## config.mk

```make
export PLATFORM = sky130hd
export DESIGN_NAME = jk_drive
export DESIGN_NICKNAME = d
export VERILOG_FILES = /design/src/rtl/jk_drive.sv
export SDC_FILE = /design/constraint.sdc
export NUM_CORES = 1
export LEC_CHECK = 0
export CELL_PAD_IN_SITES_DETAIL_PLACEMENT = 1
export CELL_PAD_IN_SITES_GLOBAL_PLACEMENT = 1
export CORE_MARGIN = 3
export CORE_UTILIZATION = 43
export CTS_CLUSTER_DIAMETER = 120
export CTS_CLUSTER_SIZE = 8
export DETAILED_ROUTE_END_ITERATION = 16
export PLACE_DENSITY = 0.93
export SYNTH_ARGS = -nofsm -noshare
export SYNTH_HDL_FRONTEND = slang
export SYNTH_SLANG_ARGS = --single-unit
```

## constraint.sdc

```tcl
create_clock -name i_clk -period 3.55 [get_ports i_clk]
set_clock_uncertainty 0.05 [all_clocks]
set_input_delay 0.71 -clock i_clk [delete_from_list [all_inputs] [get_ports i_clk]]
set_output_delay 0.71 -clock i_clk [all_outputs]
set_load 0.05 [all_outputs]
```

## src/rtl/jk_drive.sv

```systemverilog
// jk_drive: feeds a JK flip-flop from a buffered stream of target Q bits.
// A small FIFO absorbs the valid/ready stream, one bit is popped per clock
// and turned into a registered J/K excitation, and an internal mirror of the
// flop is compared against the returned Q to count mismatches.
module jk_drive #(
  parameter int         DEPTH  = 4,
  parameter bit         POLICY = 1'b0,
  parameter int         CNT_W  = 8
) (
  input  logic             i_clk,
  input  logic             i_rst,
  input  logic             i_valid,
  input  logic             i_target,
  output logic             o_ready,
  output logic             o_j,
  output logic             o_k,
  input  logic             i_q,
  output logic             o_busy,
  output logic             o_err,
  output logic [CNT_W-1:0] o_err_cnt
);

  localparam int            AW       = (DEPTH > 1) ? $clog2(DEPTH) : 1;
  localparam logic [AW:0]   FULL_CNT = (AW+1)'(DEPTH);

  typedef enum logic [1:0] {
    ST_INIT,
    ST_SETTLE,
    ST_RUN
  } state_t;

  state_t          state_q, state_d;
  logic            mem_q [DEPTH];
  logic [AW-1:0]   wr_ptr_q, rd_ptr_q;
  logic [AW:0]     count_q;
  logic            r_exp_q;
  logic            j_d, k_d;
  logic            push, pop, head, q_nx;

  // Flop characteristic equation: 00 hold, 01 reset, 10 set, 11 toggle.
  function automatic logic jk_next(input logic q, input logic j, input logic k);
    case ({j, k})
      2'b00:   jk_next = q;
      2'b01:   jk_next = 1'b0;
      2'b10:   jk_next = 1'b1;
      default: jk_next = ~q;
    endcase
  endfunction

  assign o_ready = (state_q == ST_RUN) && (count_q != FULL_CNT);
  assign push    = i_valid & o_ready;
  assign pop     = (state_q == ST_RUN) && (count_q != '0);
  assign head    = mem_q[rd_ptr_q];
  // Value the flop will hold right after the coming edge; the popped bit
  // is compared against this, not against the current Q.
  assign q_nx    = jk_next(r_exp_q, o_j, o_k);
  assign o_busy  = (state_q != ST_RUN) | (count_q != '0) | o_j | o_k;

  // Next-state and next excitation: hold (00) unless a bit is being popped.
  always_comb begin
    state_d = state_q;
    j_d     = 1'b0;
    k_d     = 1'b0;
    case (state_q)
      ST_INIT:   state_d = ST_SETTLE;
      ST_SETTLE: state_d = ST_RUN;
      ST_RUN: begin
        if (pop && (head != q_nx)) begin
          if (POLICY) begin
            j_d = 1'b1;
            k_d = 1'b1;
          end else begin
            j_d = head;
            k_d = ~head;
          end
        end
      end
      default:   state_d = ST_INIT;
    endcase
  end

  // State register and J/K outputs; reset drives the clear excitation 0/1.
  always_ff @(posedge i_clk) begin
    if (i_rst) begin
      state_q <= ST_INIT;
      o_j     <= 1'b0;
      o_k     <= 1'b1;
    end else begin
      state_q <= state_d;
      o_j     <= j_d;
      o_k     <= k_d;
    end
  end

  // FIFO storage: plain memory, no reset needed since occupancy gates reads.
  always_ff @(posedge i_clk) begin
    if (push) begin
      mem_q[wr_ptr_q] <= i_target;
    end
  end

  // FIFO pointers and occupancy; pointers wrap naturally at DEPTH.
  always_ff @(posedge i_clk) begin
    if (i_rst) begin
      wr_ptr_q <= '0;
      rd_ptr_q <= '0;
      count_q  <= '0;
    end else begin
      if (push) wr_ptr_q <= wr_ptr_q + 1'b1;
      if (pop)  rd_ptr_q <= rd_ptr_q + 1'b1;
      case ({push, pop})
        2'b10:   count_q <= count_q + 1'b1;
        2'b01:   count_q <= count_q - 1'b1;
        default: count_q <= count_q;
      endcase
    end
  end

  // Internal mirror of the driven flop.
  always_ff @(posedge i_clk) begin
    if (i_rst) begin
      r_exp_q <= 1'b0;
    end else begin
      r_exp_q <= q_nx;
    end
  end

  // Mismatch detection: skipped in INIT because the flop is not yet cleared.
  always_ff @(posedge i_clk) begin
    if (i_rst) begin
      o_err     <= 1'b0;
      o_err_cnt <= '0;
    end else if ((state_q != ST_INIT) && (i_q != r_exp_q)) begin
      o_err <= 1'b1;
      if (o_err_cnt != '1) begin
        o_err_cnt <= o_err_cnt + 1'b1;
      end
    end
  end

endmodule

```

# --- Word level (Yosys, flattened, before mapping) ---
# Memory sizes are Yosys's and may differ from the RTL's. A register that Yosys moved wholly into a read port is not among the register bits.
# Cells that the tools add are included.
word_totals:
  inputBits: 5
  memories: 1
  ram_bits: 4
  out_inout_bits: 13
  elab_cells: 54
  regBits: 21
classes:
  n_addsub: 5
  reduce_logical: 11
  n_mux: 9
  eq_ne: 11
  bitwise_logic: 8
memory_table:
  columns: ["memory", "depth", "width", "rd", "rd_ports_with_merged_regs", "write_ports", "line", "text"]
  rows:
  - ["mem_q", 4, 1, 1, 1, 1, "33", "logic mem_q [DEPTH];"]
ops:
  columns: ["operator", "count"]
  rows:
  - ["8-bit by 1-bit adder with 8-bit output (second input constant)", 1]
  - ["8-bit inequality test (second input constant)", 1]
  - ["2-bit by 1-bit == test with 1-bit output (second input constant)", 3]
  - ["2-bit == test (second input constant)", 3]
  - ["2-bit one-hot mux with 3 select lines", 1]
  - ["3-bit one-hot mux with 2 select lines", 1]
  - ["2-bit by 1-bit adder with 2-bit output (second input constant)", 2]
  - ["1-bit logical AND", 4]
  - ["2-bit zero test", 2]
  - ["1-bit two-way mux", 4]
  - ["2-bit two-way mux", 2]
  - ["1-bit inverter", 4]
  - ["2-bit nonzero test", 2]
  - ["3-bit by 1-bit adder with 3-bit output (second input constant)", 1]
  - ["3-bit inequality test (second input constant)", 1]
  - ["1-bit OR", 3]
  - ["1-bit one-hot mux with 3 select lines", 1]
  - ["3-bit nonzero test", 1]
  - ["3-bit OR reduction", 1]
  - ["3-bit by 1-bit subtractor with 3-bit output (second input constant)", 1]
  - ["1-bit inequality test", 2]
  - ["2-bit inequality test (second input constant)", 1]
  - ["2-bit AND reduction", 1]
  - ["1-bit bitwise AND", 1]

# --- Longest topological paths before layout ---
# Gate-level depths: netlist (run 1).
logic_depth:
  word_depth: 6
  mapped_depth: 9
  mapped_depth_nobuf: 9

# --- Least setup slack after synthesis (run 1) ---
# Ideal clock, no wire load.
synth_path:
  path_kind: "input to register"
  startpoint: "input port i_valid"
  endpoint: "register count_q[2]"
  path_buffers: 0
  cell_stages: 9
  t_required_ps: 3430
  arrival_ps: 2048
  slack_ps: 1381
  setup_time_ps: 70
  path_cell_list: "inv_1 a211oi_4 inv_1 ha_1 inv_1 fa_1 xor2_1 or3_1 a21oi_1"
synth_via:
  elab_chain_len: 3
  elab_cells_between_ends: 5
  cone_classes: "2 x eq/ne; 1 x mux; 1 x bitwise; 1 x reduce/logical"
synth_lines:
  columns: ["item", "line", "text"]
  rows:
  - ["from (decl)", "12", "input logic i_valid,"]
  - ["1-bit bitwise AND *", "51", "assign push = i_valid & o_ready;"]
  - ["2-bit by 1-bit == test with 1-bit output or 2-bit == test (tied branches)", "111", "case ({push, pop})"]
  - ["3-bit one-hot mux with 2 select lines or 2-bit nonzero test (tied branches)", null, null]
  - ["to (signal assigned)", "112", "2'b10: count_q <= count_q + 1'b1;"]
  - ["to (signal assigned)", "113", "2'b01: count_q <= count_q - 1'b1;"]
  - ["to (signal assigned)", "114", "default: count_q <= count_q;"]
  - ["to (decl)", "35", "logic [AW:0] count_q;"]
# Every way passes the cells marked *; elsewhere a longest branch is shown, timed or not.
# A chain may end at the register's enable or synchronous reset.

# --- Final worst setup path (run 1) ---
layout_path:
  startpoint: "register count_q[0]"
  endpoint: "output port o_busy"
layout_via:
  elab_chain_len: 4
layout_lines:
  columns: ["item", "line", "text"]
  rows:
  - ["3-bit nonzero test", "57", "assign o_busy = (state_q != ST_RUN) | (count_q != '0) | o_j | o_k;"]
  - ["1-bit OR (3 in a row)", "57", null]
  - ["to (decl)", "18", "output logic o_busy,"]
# Every way passes these cells.

==> out/metrics.cfg, run 1 <==
[run_status]
outcome=finished, final reports clean

[clock_network]
path_clk_slew_ns=0.13
clock_sink_count=27
post_cts.resized_instances=0
cts_tree=yes
clock_latency_ns=0.32
cts_hold_buf=0
numCtsBuffers=3
cts_root_buf=clkbuf_4
clk_path_buf_depth=2
ctsHtreeMaxLevel=1
cts_setup_buffers=0

[floorplanning]
fp.dieW_um=58.8
core_area_um2=2570
start_util_pct=46.7
fp.dieArea_um2=3460
io_pins=18
die_y_um=58.8
fp-row-count=18

[synthesis]
synth-async-reset-ratio_pct=0
synth_edf_count=4
synthDistinctLibCells=27
netlist_area_um2=1200
syn_avg_cell_area_um2=9.92
ys_warn_count=0
synth-seq-area-share_pct=48.4
yosys.area.top_type=dfxtp_1
yosys-top-cells-area=dfxtp_1 (38%), edfxtp_1 (10%), ha_1 (6.3%)
synth-seq-cells=27
synth_top_area_share_pct=38.4
syn_nets=133
synth_cells=121
synth_flop_cell=dfxtp_1

[route]
drtIter0Drc=12
drc=0
viasPerCell=5.46
firstDrtPassIters=4
ant_nets=0
routed-via-count=922
avgRoutedWirePerCell_um=14.8
wl_um=2510

[cells_and_area]
mostFrequentLayoutCell=dfxtp_1
fin_cells=169
num_antenna_cells=0
mostFrequentLayoutCells=dfxtp_1 (23), clkdlybuf4s50_1 (17), nor2_1 (12)
final_util_pct=55.1
area_growth_pct=17.9
final_area_um2=1420
fillCellCount=296
seq_area_um2=581
drive_gt1_share_pct=4.32
fin_nets=152
multi_input_area_um2=559

[critical_path]
crit_family=simple AND/OR/NAND/NOR gates
crit_buf_inv=1
critical_path_depth=3
crit_type=reg2out
cp_data_arrival_time_ns=2.23
reg2reg_from=state_q[0]
crit_path_start=count_q[0]
timing.critical_path.fanout_max=4
crit_chain=or3_1 -> or4_1 -> clkdlybuf4s50_1
r2r_setup_slack_ns=1.22
slowest_stage=clkdlybuf4s50_1
worst_r2r_endpoint=count_q[2]
cp.required_ns=2.79
crit_path_end=o_busy
cp-end-kind=output port
start_kind=register
cpPeakStageDelay_ns=0.71
rr_worst_depth=9

[timing]
grt_setup_unrepaired=false
period_share_pct=84.1
period_needed_ns=2.99
setup_viol=0
fmax_mhz=335
worst_slack_ns=0.563
setup_tns_ns=0
slew_headroom_pct=47.0
hold_violations=0
hold_ws_ns=0.407
final-max-slew-violation-count=0
worstMarginPinSlew_ns=0.793

[power]
p_total_mw=0.544
vdd_ir_drop_max_mv=0.232
powerDensity_nw_per_um2=384
internal-power_mw=0.394
combPwrFrac_pct=15.0
pwr-share-seq_pct=60.9
p_sw_mw=0.150
cellLeakagePower_nw=0.498
p_clk_share_pct=24.2
switching_share_pct=27.5

[grt]
use_met3_pct=2.41
grt.total_usage_pct=16.5
grt_pass1_wl_um=4350
grtUsageMet2_pct=29.3
grt_max_degree=22
antenna_found_initial=0
met1_usage_pct=18.7
top_usage_layer=met2
grt_overflow_total=0
grt_pass1_vias=1009

[min_path]
hold_path_depth=2
worst_hold_path_type=reg2reg

[placement]
place_inst=165
numPortBuffers=17
dpl_worst_slack_ns=0.762
place_area_um2=1390
gp_congestion=0.779
dpl.hpwl_um=1860

[run]
cap_viol_max_count=0

[cell usage after synthesis, drive strengths merged (2+ instances only)]
| library cell | instances |
|---|---|
| xor2 | 6 |
| dfxtp | 23 |
| o31ai | 4 |
| nor2 | 12 |
| nand2b | 2 |
| or3 | 5 |
| or4 | 4 |
| and2 | 4 |
| nand3 | 5 |
| mux2i | 2 |
| inv | 11 |
| o21ai | 6 |
| clkbuf | 2 |
| a21oi | 11 |
| edfxtp | 4 |
| ha | 6 |
| nand2 | 4 |
[worst register-to-register path, cell delays in order, from the launching register on]
cell,delay (ns)
dfxtp_1,0.45
nand2b_1,0.30
a211oi_4,0.11
inv_1,0.09
ha_1,0.19
inv_1,0.07
fa_1,0.38
xor2_1,0.16
or3_1,0.31
a21oi_1,0.15
[cell type report]
class | instances | share of cell area (%)
Inverter | 11 | 2.92
Clock buffer | 4 | 1.86
Multi-Input combinational cell | 80 | 39.5
Tap cell | 30 | 2.65
Sequential cell | 27 | 41.0
Timing Repair Buffer | 17 | 12.0
[kinds of logic (layout without fill, tap and decap cells)]
| group | Yosys count | count (layout) | synth area share, % |
|---|---|---|---|
| simple gates | 40 | 40 | 17.5 |
| flops | 27 | 27 | 48.4 |
| compound gates | 23 | 23 | 12.5 |
| buf+inv | 14 | 32 | 5.01 |
| fa+ha+maj | 7 | 7 | 7.92 |
| xor+xnor | 7 | 7 | 5.11 |
| mux | 3 | 3 | 3.55 |
[power by group through the flow]
stage | logic, mW | registers, mW | clock network [mW]
final | 0.0815 | 0.331 | 0.131
after global placement | 0.0781 | 0.337 | 0
after detailed placement | 0.0819 | 0.338 | 0
after CTS | 0.0826 | 0.331 | 0.138
after global routing | 0.0901 | 0.333 | 0.150
after floorplan | 0.0442 | 0.350 | 0
[worst min-delay path by stage]
stage | start | endpoint | slack [ns]
after floorplan | rd_ptr_q[1] | register | 0.43
after global placement | o_err | o_err | 0.38
after detailed placement | o_err | o_err | 0.40
after CTS | o_err | o_err | 0.41
after global routing | o_err | o_err | 0.43
final | o_err | o_err | 0.41
[registers in the layout, summed over array words and instances (netlist names), named ones only]
name and cells:
rd_ptr_q 2, count_q 3, o_j 1, wr_ptr_q 2, o_err_cnt 8, o_k 1
state_q 2, r_exp_q 1, o_err 1, mem_q 4
[metal layers]
metal  wire length, um  vias up
met5                 0        -
met4                62        0
met3                74        7
met2              1290       18
met1              1080      447
li1                  -      450
Power figures use the tool's default switching activity.
==> run 2: changes to the inputs <==
--- a/config.mk
+++ b/config.mk
@@ -8,11 +8,11 @@
 export CELL_PAD_IN_SITES_DETAIL_PLACEMENT = 1
 export CELL_PAD_IN_SITES_GLOBAL_PLACEMENT = 1
 export CORE_MARGIN = 3
-export CORE_UTILIZATION = 43
+export CORE_UTILIZATION = 40
 export CTS_CLUSTER_DIAMETER = 120
 export CTS_CLUSTER_SIZE = 8
 export DETAILED_ROUTE_END_ITERATION = 16
-export PLACE_DENSITY = 0.93
+export PLACE_DENSITY = 0.88
 export SYNTH_ARGS = -nofsm -noshare
 export SYNTH_HDL_FRONTEND = slang
 export SYNTH_SLANG_ARGS = --single-unit
==> constraint.sdc (replaced) <==
create_clock -name i_clk -period 2.82 [get_ports i_clk]
set_clock_uncertainty 0.05 [all_clocks]
set_input_delay 0.564 -clock i_clk [delete_from_list [all_inputs] [get_ports i_clk]]
set_output_delay 0.564 -clock i_clk [all_outputs]
set_load 0.05 [all_outputs]
==> run 2 against run 1 <==
Effect of this change: clock-buffer cell count shrank 1; non-clock buffer count grew 2; global-route usage shrank 1.1 points; sequential power grew 26%; core utilization shrank 4.0 points; clock power grew 29%; combinational power grew 26%; largest power group unchanged; highest routed layer unchanged.
==> out/metrics.cfg, run 2 (synthesis gave the netlist of run 1 again) <==
[run_status]
outcome=finished, final reports clean  ; unchanged

[timing]
slew_headroom_pct=59.7  ; was 47.0%
grt_setup_unrepaired=false  ; unchanged
setup_viol=0  ; unchanged
period_share_pct=92.0
fmax_mhz=386
hold_violations=0  ; unchanged
hold_ws_ns=0.414  ; was 0.407 ns
period_needed_ns=2.59
final-max-slew-violation-count=0  ; unchanged
setup_tns_ns=0  ; unchanged
worst_slack_ns=0.227  ; was 0.563 ns
worstMarginPinSlew_ns=0.605  ; was 0.793 ns

[floorplanning]
io_pins=18  ; unchanged
fp.dieW_um=60.8  ; was 58.8 um
fp-row-count=19  ; was 18
fp.dieArea_um2=3690  ; was 3460 um^2
die_y_um=60.8  ; was 58.8 um
core_area_um2=2810  ; was 2570 um^2
start_util_pct=42.8  ; was 46.7%

[placement]
numPortBuffers=17  ; unchanged
gp_congestion=0.759  ; was 0.779
dpl_worst_slack_ns=0.258  ; was 0.762 ns
dpl.hpwl_um=1920  ; was 1860 um

[critical_path]
crit_path_start=state_q[0]  ; was count_q[0]
start_kind=register  ; unchanged
cp_data_arrival_time_ns=1.98  ; was 2.23 ns
slowest_stage=clkdlybuf4s50_1  ; unchanged
cpPeakStageDelay_ns=0.82  ; was 0.71 ns
timing.critical_path.fanout_max=6  ; was 4
cp-end-kind=output port  ; unchanged
cp.required_ns=2.21  ; was 2.79 ns
reg2reg_from=state_q[1]  ; was state_q[0]
crit_type=reg2out  ; unchanged
crit_chain=nand2b_1 -> a21oi_1 -> clkdlybuf4s50_1  ; was or3_1 -> or4_1 -> clkdlybuf4s50_1

[grt]
grt_pass1_vias=970  ; was 1009
grt_overflow_total=0  ; unchanged
grt_max_degree=17  ; was 22
antenna_found_initial=0  ; unchanged
grt.total_usage_pct=15.4  ; was 16.5%
grt_pass1_wl_um=4260  ; was 4350 um

[cells_and_area]
largestRegisters=o_err_cnt (8), mem_q (4), count_q (3)  ; unchanged
fillCellCount=334  ; was 296
top_register=o_err_cnt  ; unchanged
seq_area_um2=581  ; unchanged
fin_nets=154  ; was 152
drive_gt1_share_pct=6.38  ; was 4.32%
multi_input_area_um2=559  ; unchanged
mostFrequentLayoutCell=dfxtp_1  ; unchanged
num_antenna_cells=0  ; unchanged
area_growth_pct=19.4  ; was 17.9%
largest_reg_flops=8  ; unchanged
mostFrequentLayoutCells=dfxtp_1 (23), clkdlybuf4s50_1 (16), nor2_1 (12)  ; was dfxtp_1 (23), clkdlybuf4s50_1 (17), nor2_1 (12)

[route]
avgRoutedWirePerCell_um=13.8  ; was 14.8 um
ant_nets=0  ; unchanged
drtIter0Drc=18  ; was 12
viasPerCell=5.22  ; was 5.46
routed-via-count=898  ; was 922
drc=0  ; unchanged
wl_um=2380  ; was 2510 um
firstDrtPassIters=2  ; was 4

[power]
cellLeakagePower_nw=0.510  ; was 0.498 nW
vdd_ir_drop_max_mv=0.252  ; was 0.232 mV
powerDensity_nw_per_um2=480  ; was 384 nW/um^2

[clock_network]
cts_root_buf=clkbuf_4  ; unchanged
clock_sink_count=27  ; unchanged
cts_tree=yes  ; unchanged
path_clk_slew_ns=0.16  ; was 0.13 ns
clk_path_buf_depth=2  ; unchanged
numCtsBuffers=3  ; unchanged
ctsHtreeMaxLevel=1  ; unchanged
cts_hold_buf=0  ; unchanged
cts_setup_buffers=0  ; unchanged
clock_latency_ns=0.33  ; was 0.32 ns

[min_path]
hp-start=o_err  ; unchanged
worst_hold_path_type=reg2reg  ; unchanged

[run]
cap_viol_max_count=0  ; unchanged

[run 2: cell count changes in the layout (fill, tap and decap cells not counted)]
cell and delta:
buf_4 +2, clkbuf_1 -1, clkdlybuf4s50_1 -1, dlygate4sd2_1 +1, inv_4 +1
[run 2: area by class of cell]
type                            instances  share of cell area [%]
Sequential cell                        27                    40.5
Tap cell                               31                    2.71
Clock inverter                          1                   0.437
Inverter                               11                    2.88
Multi-Input combinational cell         80                    39.0
Timing Repair Buffer                   19                    12.8
Clock buffer                            3                    1.57
[run 2: report_power, final]
part | leakage, nW | switching (mW) | total (mW) | internal [mW]
Sequential | 0.223 | 0.0134 | 0.416 | 0.403
Combinational | 0.269 | 0.0643 | 0.103 | 0.0388
Clock | 0.0183 | 0.113 | 0.169 | 0.0551
Total | 0.510 | 0.191 | 0.688 | 0.497
[run 2: timing repair]
item | CTS | global route
setup endpoints to repair | 1 | 0
endpoints found under the hold margin | 0 | 0
resized for setup | 1 | 0
[run 2: final timing paths]
check / to / depth (start not counted) / slack [ns]
worst min-delay path: o_err / 2 / 0.41
worst max register to register: count_q[2] / 9 / 0.50
worst min register to register: o_err / 2 / 0.41
worst max-delay path: o_ready / 3 / 0.23
[run 2: critical path, delay by kind of cell (launching register included)]
family | cells | cell delay [ns]
buffers and inverters | 1 | 0.82
flip-flops | 1 | 0.39
AND/OR/NAND/NOR | 1 | 0.26
AO/OA/AOI/OAI | 1 | 0.17
[run 2: per-stage QoR]
step | area [um^2] | std cells | util [%] | total power, mW
floorplan | 1200 | 121 | - | 0.496
detailed placement | 1410 | 168 | 50.1 | 0.530
global route | 1430 | 172 | 51.1 | 0.727
finish | 1430 | 172 | 51.1 | 0.688
CTS | 1430 | 172 | 51.1 | 0.700
global placement | 1410 | 168 | 50.1 | 0.524
[run 2: metal layers]
metal,track usage (%),routed length [um]
met4,2.79,11
met3,3.83,65
met5,0,0
met1,17.8,994
met2,28.9,1300
==> run 3: changes to the inputs <==
--- a/config.mk
+++ b/config.mk
@@ -13,6 +13,7 @@
 export CTS_CLUSTER_SIZE = 8
 export DETAILED_ROUTE_END_ITERATION = 16
 export PLACE_DENSITY = 0.88
+export SLEW_MARGIN = 40
 export SYNTH_ARGS = -nofsm -noshare
 export SYNTH_HDL_FRONTEND = slang
 export SYNTH_SLANG_ARGS = --single-unit
==> results of run 3 <==
Same layout as run 2: the final DEF is identical, and so are final timing and power.
